<file path="config.mk">
export PLATFORM = sky130hd
export DESIGN_NAME = immu_itlb
export DESIGN_NICKNAME = d
export VERILOG_FILES = /design/src/rtl/immu_itlb.sv
export SDC_FILE = /design/constraint.sdc
export NUM_CORES = 1
export LEC_CHECK = 0
export CAP_MARGIN = 10
export CORE_ASPECT_RATIO = 0.8
export CORE_MARGIN = 3
export CORE_UTILIZATION = 55
export CTS_CLUSTER_SIZE = 8
export DETAILED_ROUTE_END_ITERATION = 6
export PLACE_DENSITY = 0.78
export SLEW_MARGIN = 40
export SYNTH_ARGS = -nofsm -noshare
export SYNTH_HDL_FRONTEND = slang
export SYNTH_SLANG_ARGS = --single-unit
</file>
<file path="constraint.sdc">
create_clock -name clk -period 6.5 [get_ports clk]
set_input_delay 1.3 -clock clk [delete_from_list [all_inputs] [get_ports clk]]
set_output_delay 1.3 -clock clk [all_outputs]
set_load 0.05 [all_outputs]
</file>
<file path="src/rtl/immu_itlb.sv">
// immu_itlb: fully-associative instruction TLB with a registered lookup stage
// and a miss/refill handshake toward an external page-table walker.
// A lookup is accepted in IDLE and resolved in LOOKUP: a single match returns
// {RPN, offset} or an execute-permission fault, several matches return a
// multi-hit fault, and no match raises a refill request. A fill replays the
// lookup; a fill error returns an ITLB-miss fault.
// Optional build macro IMMU_PERF_CNT_EN adds saturating hit/miss counters;
// without it hit_cnt_o/miss_cnt_o are tied to zero and no counter flops exist.
module immu_itlb #(
  parameter int ENTRIES   = 8,
  parameter int EA_W      = 32,
  parameter int PAGE_BITS = 12,
  parameter int PID_W     = 8,
  parameter int RPN_W     = 20
) (
  input  logic                       clk,
  input  logic                       rst_n,
  input  logic                       req_valid_i,
  output logic                       req_ready_o,
  input  logic [EA_W-1:0]            req_ea_i,
  input  logic [PID_W-1:0]           pid0_i,
  input  logic [PID_W-1:0]           pid1_i,
  input  logic [PID_W-1:0]           pid2_i,
  input  logic                       msr_is_i,
  input  logic                       msr_pr_i,
  output logic                       rsp_valid_o,
  output logic [RPN_W+PAGE_BITS-1:0] rsp_pa_o,
  output logic [4:0]                 rsp_exc_o,
  output logic                       miss_valid_o,
  input  logic                       miss_ready_i,
  output logic [EA_W-PAGE_BITS-1:0]  miss_epn_o,
  input  logic                       fill_valid_i,
  input  logic                       fill_err_i,
  input  logic                       fill_ts_i,
  input  logic [PID_W-1:0]           fill_tid_i,
  input  logic [EA_W-PAGE_BITS-1:0]  fill_epn_i,
  input  logic [RPN_W-1:0]           fill_rpn_i,
  input  logic [5:0]                 fill_permis_i,
  input  logic                       inv_all_i,
  output logic [31:0]                hit_cnt_o,
  output logic [31:0]                miss_cnt_o
);

  localparam int EPN_W = EA_W - PAGE_BITS;
  localparam int PA_W  = RPN_W + PAGE_BITS;
  localparam int IDX_W = $clog2(ENTRIES);
  localparam int CNT_W = IDX_W + 1;

  localparam logic [1:0] S_IDLE      = 2'd0;
  localparam logic [1:0] S_LOOKUP    = 2'd1;
  localparam logic [1:0] S_MISS_REQ  = 2'd2;
  localparam logic [1:0] S_MISS_WAIT = 2'd3;

  localparam logic [4:0] EXC_NONE  = 5'b00000;
  localparam logic [4:0] EXC_MISS  = 5'b00001;
  localparam logic [4:0] EXC_ISI   = 5'b00010;
  localparam logic [4:0] EXC_MULTI = 5'b00100;

  logic [1:0]       state_q, state_d;
  logic [EA_W-1:0]  ea_q, ea_d;
  logic [PID_W-1:0] pid0_q, pid0_d, pid1_q, pid1_d, pid2_q, pid2_d;
  logic             is_q, is_d, pr_q, pr_d;
  logic             rsp_valid_q, rsp_valid_d;
  logic [PA_W-1:0]  rsp_pa_q, rsp_pa_d;
  logic [4:0]       rsp_exc_q, rsp_exc_d;
  logic [IDX_W-1:0] victim_q, victim_d;
  logic [ENTRIES-1:0] v_q, v_d;

  // Entry payload; only UX/SX of the permission field matter for fetch.
  logic             ts_q  [ENTRIES];
  logic [PID_W-1:0] tid_q [ENTRIES];
  logic [EPN_W-1:0] epn_q [ENTRIES];
  logic [RPN_W-1:0] rpn_q [ENTRIES];
  logic [1:0]       x_q   [ENTRIES];

  logic [ENTRIES-1:0] match;
  logic [CNT_W-1:0]   match_cnt;
  logic [RPN_W-1:0]   hit_rpn;
  logic [1:0]         hit_x;
  logic               perm_ok;
  logic [ENTRIES-1:0] v_base;
  logic [IDX_W-1:0]   fill_idx;
  logic               free_found;
  logic               fill_we;
  logic               hit_evt, miss_evt;

  logic unused_permis;
  assign unused_permis = ^fill_permis_i[3:0];

  // Match the registered request against every entry and merge the hit payload.
  always_comb begin
    // NOTE: every variable gets a default before any conditional write so no latch is inferred.
    match     = '0;
    match_cnt = '0;
    hit_rpn   = '0;
    hit_x     = '0;
    for (int i = 0; i < ENTRIES; i++) begin
      match[i] = v_q[i] && (ts_q[i] == is_q) && (epn_q[i] == ea_q[EA_W-1:PAGE_BITS]) &&
                 ((tid_q[i] == '0) || (tid_q[i] == pid0_q) ||
                  (tid_q[i] == pid1_q) || (tid_q[i] == pid2_q));
      match_cnt = match_cnt + CNT_W'(match[i]);
      if (match[i]) begin
        hit_rpn = hit_rpn | rpn_q[i];
        hit_x   = hit_x | x_q[i];
      end
    end
  end

  // x_q holds {UX, SX}; user mode needs UX, supervisor needs SX.
  assign perm_ok = pr_q ? hit_x[1] : hit_x[0];

  // Choose the fill slot: lowest invalid entry (after a same-cycle inv_all), else the victim pointer.
  always_comb begin
    v_base     = inv_all_i ? '0 : v_q;
    fill_idx   = victim_q;
    free_found = 1'b0;
    for (int i = 0; i < ENTRIES; i++) begin
      if (!free_found && !v_base[i]) begin
        fill_idx   = IDX_W'(i);
        free_found = 1'b1;
      end
    end
    fill_we  = fill_valid_i && !fill_err_i;
    v_d      = v_base;
    victim_d = victim_q;
    if (fill_we) begin
      v_d[fill_idx] = 1'b1;
      if (!free_found) victim_d = victim_q + IDX_W'(1);
    end
  end

  // Lookup FSM: request capture, match resolution, refill handshake and response generation.
  always_comb begin
    state_d     = state_q;
    ea_d        = ea_q;
    pid0_d      = pid0_q;
    pid1_d      = pid1_q;
    pid2_d      = pid2_q;
    is_d        = is_q;
    pr_d        = pr_q;
    rsp_valid_d = 1'b0;
    rsp_pa_d    = rsp_pa_q;
    rsp_exc_d   = rsp_exc_q;
    hit_evt     = 1'b0;
    miss_evt    = 1'b0;
    case (state_q)
      S_IDLE: begin
        if (req_valid_i) begin
          ea_d    = req_ea_i;
          pid0_d  = pid0_i;
          pid1_d  = pid1_i;
          pid2_d  = pid2_i;
          is_d    = msr_is_i;
          pr_d    = msr_pr_i;
          state_d = S_LOOKUP;
        end
      end
      S_LOOKUP: begin
        if (match_cnt > CNT_W'(1)) begin
          rsp_valid_d = 1'b1;
          rsp_pa_d    = '0;
          rsp_exc_d   = EXC_MULTI;
          state_d     = S_IDLE;
        end else if (match_cnt == CNT_W'(1)) begin
          rsp_valid_d = 1'b1;
          if (perm_ok) begin
            rsp_pa_d  = {hit_rpn, ea_q[PAGE_BITS-1:0]};
            rsp_exc_d = EXC_NONE;
            hit_evt   = 1'b1;
          end else begin
            rsp_pa_d  = '0;
            rsp_exc_d = EXC_ISI;
          end
          state_d = S_IDLE;
        end else begin
          miss_evt = 1'b1;
          state_d  = S_MISS_REQ;
        end
      end
      S_MISS_REQ: begin
        if (miss_ready_i) state_d = S_MISS_WAIT;
      end
      S_MISS_WAIT: begin
        if (fill_valid_i) begin
          if (fill_err_i) begin
            rsp_valid_d = 1'b1;
            rsp_pa_d    = '0;
            rsp_exc_d   = EXC_MISS;
            state_d     = S_IDLE;
          end else begin
            state_d = S_LOOKUP;
          end
        end
      end
      default: state_d = S_IDLE;
    endcase
  end

  // Control state and valid bits; reset drops any in-flight lookup.
  always_ff @(posedge clk or negedge rst_n) begin
    // NOTE: sequential state uses non-blocking assignments so every flop samples pre-edge values.
    if (!rst_n) begin
      state_q     <= S_IDLE;
      ea_q        <= '0;
      pid0_q      <= '0;
      pid1_q      <= '0;
      pid2_q      <= '0;
      is_q        <= 1'b0;
      pr_q        <= 1'b0;
      rsp_valid_q <= 1'b0;
      rsp_pa_q    <= '0;
      rsp_exc_q   <= '0;
      victim_q    <= '0;
      v_q         <= '0;
    end else begin
      state_q     <= state_d;
      ea_q        <= ea_d;
      pid0_q      <= pid0_d;
      pid1_q      <= pid1_d;
      pid2_q      <= pid2_d;
      is_q        <= is_d;
      pr_q        <= pr_d;
      rsp_valid_q <= rsp_valid_d;
      rsp_pa_q    <= rsp_pa_d;
      rsp_exc_q   <= rsp_exc_d;
      victim_q    <= victim_d;
      v_q         <= v_d;
    end
  end

  // Entry payload write on an accepted fill.
  // NOTE: the payload array has no reset; the V bits alone decide whether an entry can match.
  always_ff @(posedge clk) begin
    if (fill_we) begin
      ts_q[fill_idx]  <= fill_ts_i;
      tid_q[fill_idx] <= fill_tid_i;
      epn_q[fill_idx] <= fill_epn_i;
      rpn_q[fill_idx] <= fill_rpn_i;
      x_q[fill_idx]   <= fill_permis_i[5:4];
    end
  end

  assign req_ready_o  = (state_q == S_IDLE);
  assign miss_valid_o = (state_q == S_MISS_REQ);
  assign miss_epn_o   = ea_q[EA_W-1:PAGE_BITS];
  assign rsp_valid_o  = rsp_valid_q;
  assign rsp_pa_o     = rsp_pa_q;
  assign rsp_exc_o    = rsp_exc_q;

`ifdef IMMU_PERF_CNT_EN
  logic [31:0] hit_cnt_q, miss_cnt_q;

  // Saturating hit/miss event counters.
  always_ff @(posedge clk or negedge rst_n) begin
    if (!rst_n) begin
      hit_cnt_q  <= '0;
      miss_cnt_q <= '0;
    end else begin
      if (hit_evt && (hit_cnt_q != 32'hFFFF_FFFF))   hit_cnt_q  <= hit_cnt_q + 32'd1;
      if (miss_evt && (miss_cnt_q != 32'hFFFF_FFFF)) miss_cnt_q <= miss_cnt_q + 32'd1;
    end
  end

  assign hit_cnt_o  = hit_cnt_q;
  assign miss_cnt_o = miss_cnt_q;
`else
  logic unused_evt;
  assign unused_evt = hit_evt ^ miss_evt;
  assign hit_cnt_o  = '0;
  assign miss_cnt_o = '0;
`endif

endmodule

</file>
==> impl_metrics.toml <==
[timing]
setup_viol = 0
fin_ws_ns = 0.532
final.setup_skew_ns = 0.0323
period_minus_slack_ns = 5.97
setup_tns_ns = 0
fin_hold_ws_ns = 0.482
fmax_mhz = 168
fin_crit_sh_pct = 91.8
max_slew_margin_pct = 43.9
grt_setup_unrepaired = "false"
slew_viol_final = 0
hold_viol = 0
worstMarginPinSlew_ns = 0.840

[grt]
grt_pass1_vias = 14000
grt_max_degree = 67
grt_overflow = 0
grt_pass1_wl_um = 84500
antenna_found_initial = 0
grt_use_total_pct = 26.0

[cells_and_area]
n_antenna_cell = 0
drive_above_1_share_pct = 12.3
fin_nets = 1853
final_cells = 2321
syn_to_final_growth_pct = 19.1

[critical_path]
startpoint_type = "flop"
path_cells = "xor2_1, nor4_1, buf_4, nand4_1, nor3_2, fa_1, inv_1, fa_1, fa_1, inv_1, ha_1, fa_1, o21a_1, nor2_1, nand3_2, buf_4, o31ai_1"
slowest_stage = "dfrtp_1"
cp_top_family = "adder cells"
cp_common_cell = "fa_1"
critPathArrivalTime_ns = 6.45
critical_path_class = "reg -> reg"
crit_fanout = 19
max_stage_delay_ns = 0.68
cp.required_ns = 6.98
end_kind = "flop"
worstPathBufferInverterCount = 4

[placed_design]
gp_congestion = 0.875
placed_cells = 2185
dp_hpwl_um = 35500
io_buffers = 173
pre_cts_slack_ns = 0.551

[yosys]
ys_seq_elements = 515
synth_cell_types = 46
syn_area_per_cell_um2 = 14.7
synthFlopType = "edfxtp_1"
synth_area_leaders = "edfxtp_1, xor2_1, dfrtp_1"
synth_warnings = 0
yosys.area.top_type = "edfxtp_1"
syn_area_um2 = 22600
synth_edf_count = 408
synthCells = 1537
ys_seq_area_share_pct = 66.0
synth_top_area_share_pct = 54.2
synthArstFlopShare_pct = 20.8

[clocking]
ctsHoldBuffers = 0
htree_levels = 3
postCtsSetupBuffers = 0
cts_resized = 0
cts_sinks = 515
root_buffer = "clkbuf_16"
clock_path_buffers = 3
numCtsBuffers = 74
tritoncts = "yes"
clock_latency_ns = 0.61
clkTransAtPathRegs_ns = 0.05

[run]
max_cap_viol_count = 0

[floorplan]
io_pins = 244
initial_utilization_pct = 56.5
rows = 65
die_w_um = 233
die_area_um2 = 43600
die_h_um = 187
core_area_um2 = 40000

[drt]
vias = 13600
viasPerCell = 5.85
ant_nets = 0
drt_iter0_drc = 1357
first_pass_iters = 5
post_drt_wl_per_cell_um = 24.5
drc_errors = 0
finalWirelength_um = 56900

[power_and_ir_drop]
power.density_nw_per_um2 = 384
peakVddDrop_v = 0.000285
cellLeakagePower_nw = 9.50

[worst_hold_path]
hold_class = "reg -> reg"

[run_status]
run_status = "finished clean"
==> cells by family after synthesis <==
group	synth area share [%]
XOR/XNOR	14.0
multiplexers	2.34
AND/OR/NAND/NOR	5.35
AO/OA/AOI/OAI	6.71
adder cells (fa/ha/maj)	0.576
flip-flops	66.0
other	0.0166
buffers and inverters	4.95
==> area by class of cell <==
| cell class | count | area, um2 |
|---|---|---|
| clock buffers | 128 | 2050 |
| clock inverters | 8 | 173 |
| fillers | 2743 | 13100 |
| inverters | 28 | 105 |
| multi-input cells | 894 | 6890 |
| flip-flops and latches | 515 | 14900 |
| well taps | 536 | 671 |
| repair buffers | 212 | 2100 |
==> synth_stat cells (2+ instances only) <==
cell type and count:
o31ai_1 3, xor2_1 320, a31o_2 12, and3_1 10
dfrtp_1 107, nor3_1 4, buf_4 87, fa_1 4
a21o_1 2, or2_2 4, nor2_1 14, clkbuf_1 29
xnor2_1 42, buf_2 48, a21oi_1 5, nor4_1 96
o21ai_0 27, o31ai_2 17, a22o_1 24, nand2b_1 3
nand4_1 17, a22oi_1 54, ha_1 4, a221oi_1 21
or3_1 2, a211oi_2 6, mux2_2 47, nand2_1 54
nand3_1 12, nor2b_1 4, edfxtp_1 408, o22ai_1 8
a222oi_1 2, inv_1 28
==> cells in the final DEF, fill, tap and decap left out, types with 3 or more instances in the layout <==
cell / count
clkdlybuf4s50_1: 172
a22o_1: 24
a221oi_1: 21
nor4_1: 96
o31ai_2: 17
nand2b_1: 3
a22oi_1: 54
nor2_1: 6
a211oi_2: 5
nand3_1: 11
clkbuf_16: 74
conb_1: 66
inv_1: 28
o31ai_1: 3
and3_1: 10
clkinv_16: 4
edfxtp_1: 408
ha_1: 4
nor2_4: 8
mux2_2: 47
a31o_2: 12
or2_2: 4
clkbuf_1: 54
buf_4: 34
nor2b_1: 4
o21ai_0: 27
nand2_1: 54
o22ai_1: 8
xor2_1: 320
xnor2_1: 42
nand4_1: 17
buf_12: 4
fa_1: 4
a21oi_1: 5
dfrtp_1: 107
==> state kept, by name, summed over array words and instances (netlist names), 3 cells and up, named ones only <==
name and count:
v_q 8, pid1_q 8, rsp_exc_o 3, tid_q 64, pid2_q 8, ts_q 8
epn_q 160, pid0_q 8, x_q 16, ea_q 32, rpn_q 160, victim_q 3
rsp_pa_o 32
==> through the flow <==
step / utilization, % / area (um2) / total power [W]
2_1_floorplan: - / 22900 / 0.00608
3_3_place_gp: 61.6 / 24600 / 0.00669
3_5_place_dp: 61.7 / 24700 / 0.00677
4_1_cts: 67.3 / 26900 / 0.0104
5_1_grt: 67.3 / 26900 / 0.0108
6_report: 67.3 / 26900 / 0.0103
==> layer usage <==
layer  part of all wire (%)  wire (um)  GRT usage [%]
met3                    8.9       5080           6.36
met5                      0          0              0
met1                     40      23000           35.3
met4                    3.0       1710           10.0
met2                     48      27200           40.8
==> tightest hold or removal path, cell delays in order (launching register included) <==
cell and delay [ns]:
dfrtp_1 0.34, nand2_1 0.06, o31ai_2 0.05
==> path summary, 6_finish.rpt <==
path                               from      endpoint  slack [ns]  cells past startpoint
max                            ea_q[21]  rsp_pa_o[31]        0.53                     17
max reg2reg                    ea_q[21]  rsp_pa_o[31]        0.53                     17
min reg2reg                rsp_pa_o[27]  rsp_pa_o[27]        0.48                      2
min in group asynchronous         rst_n     pid2_q[0]        0.73                      1
max in group asynchronous         rst_n     async pin        4.73                      2
min                        rsp_pa_o[27]  rsp_pa_o[27]        0.48                      2
==> report_power, final <==
| group | switching [W] | internal [W] |
|---|---|---|
| registers | 0.000756 | 0.00378 |
| logic | 0.00124 | 0.000975 |
| clock network | 0.00142 | 0.00217 |
| total | 0.00343 | 0.00692 |
No activity file was read; power rests on OpenSTA's default activity.
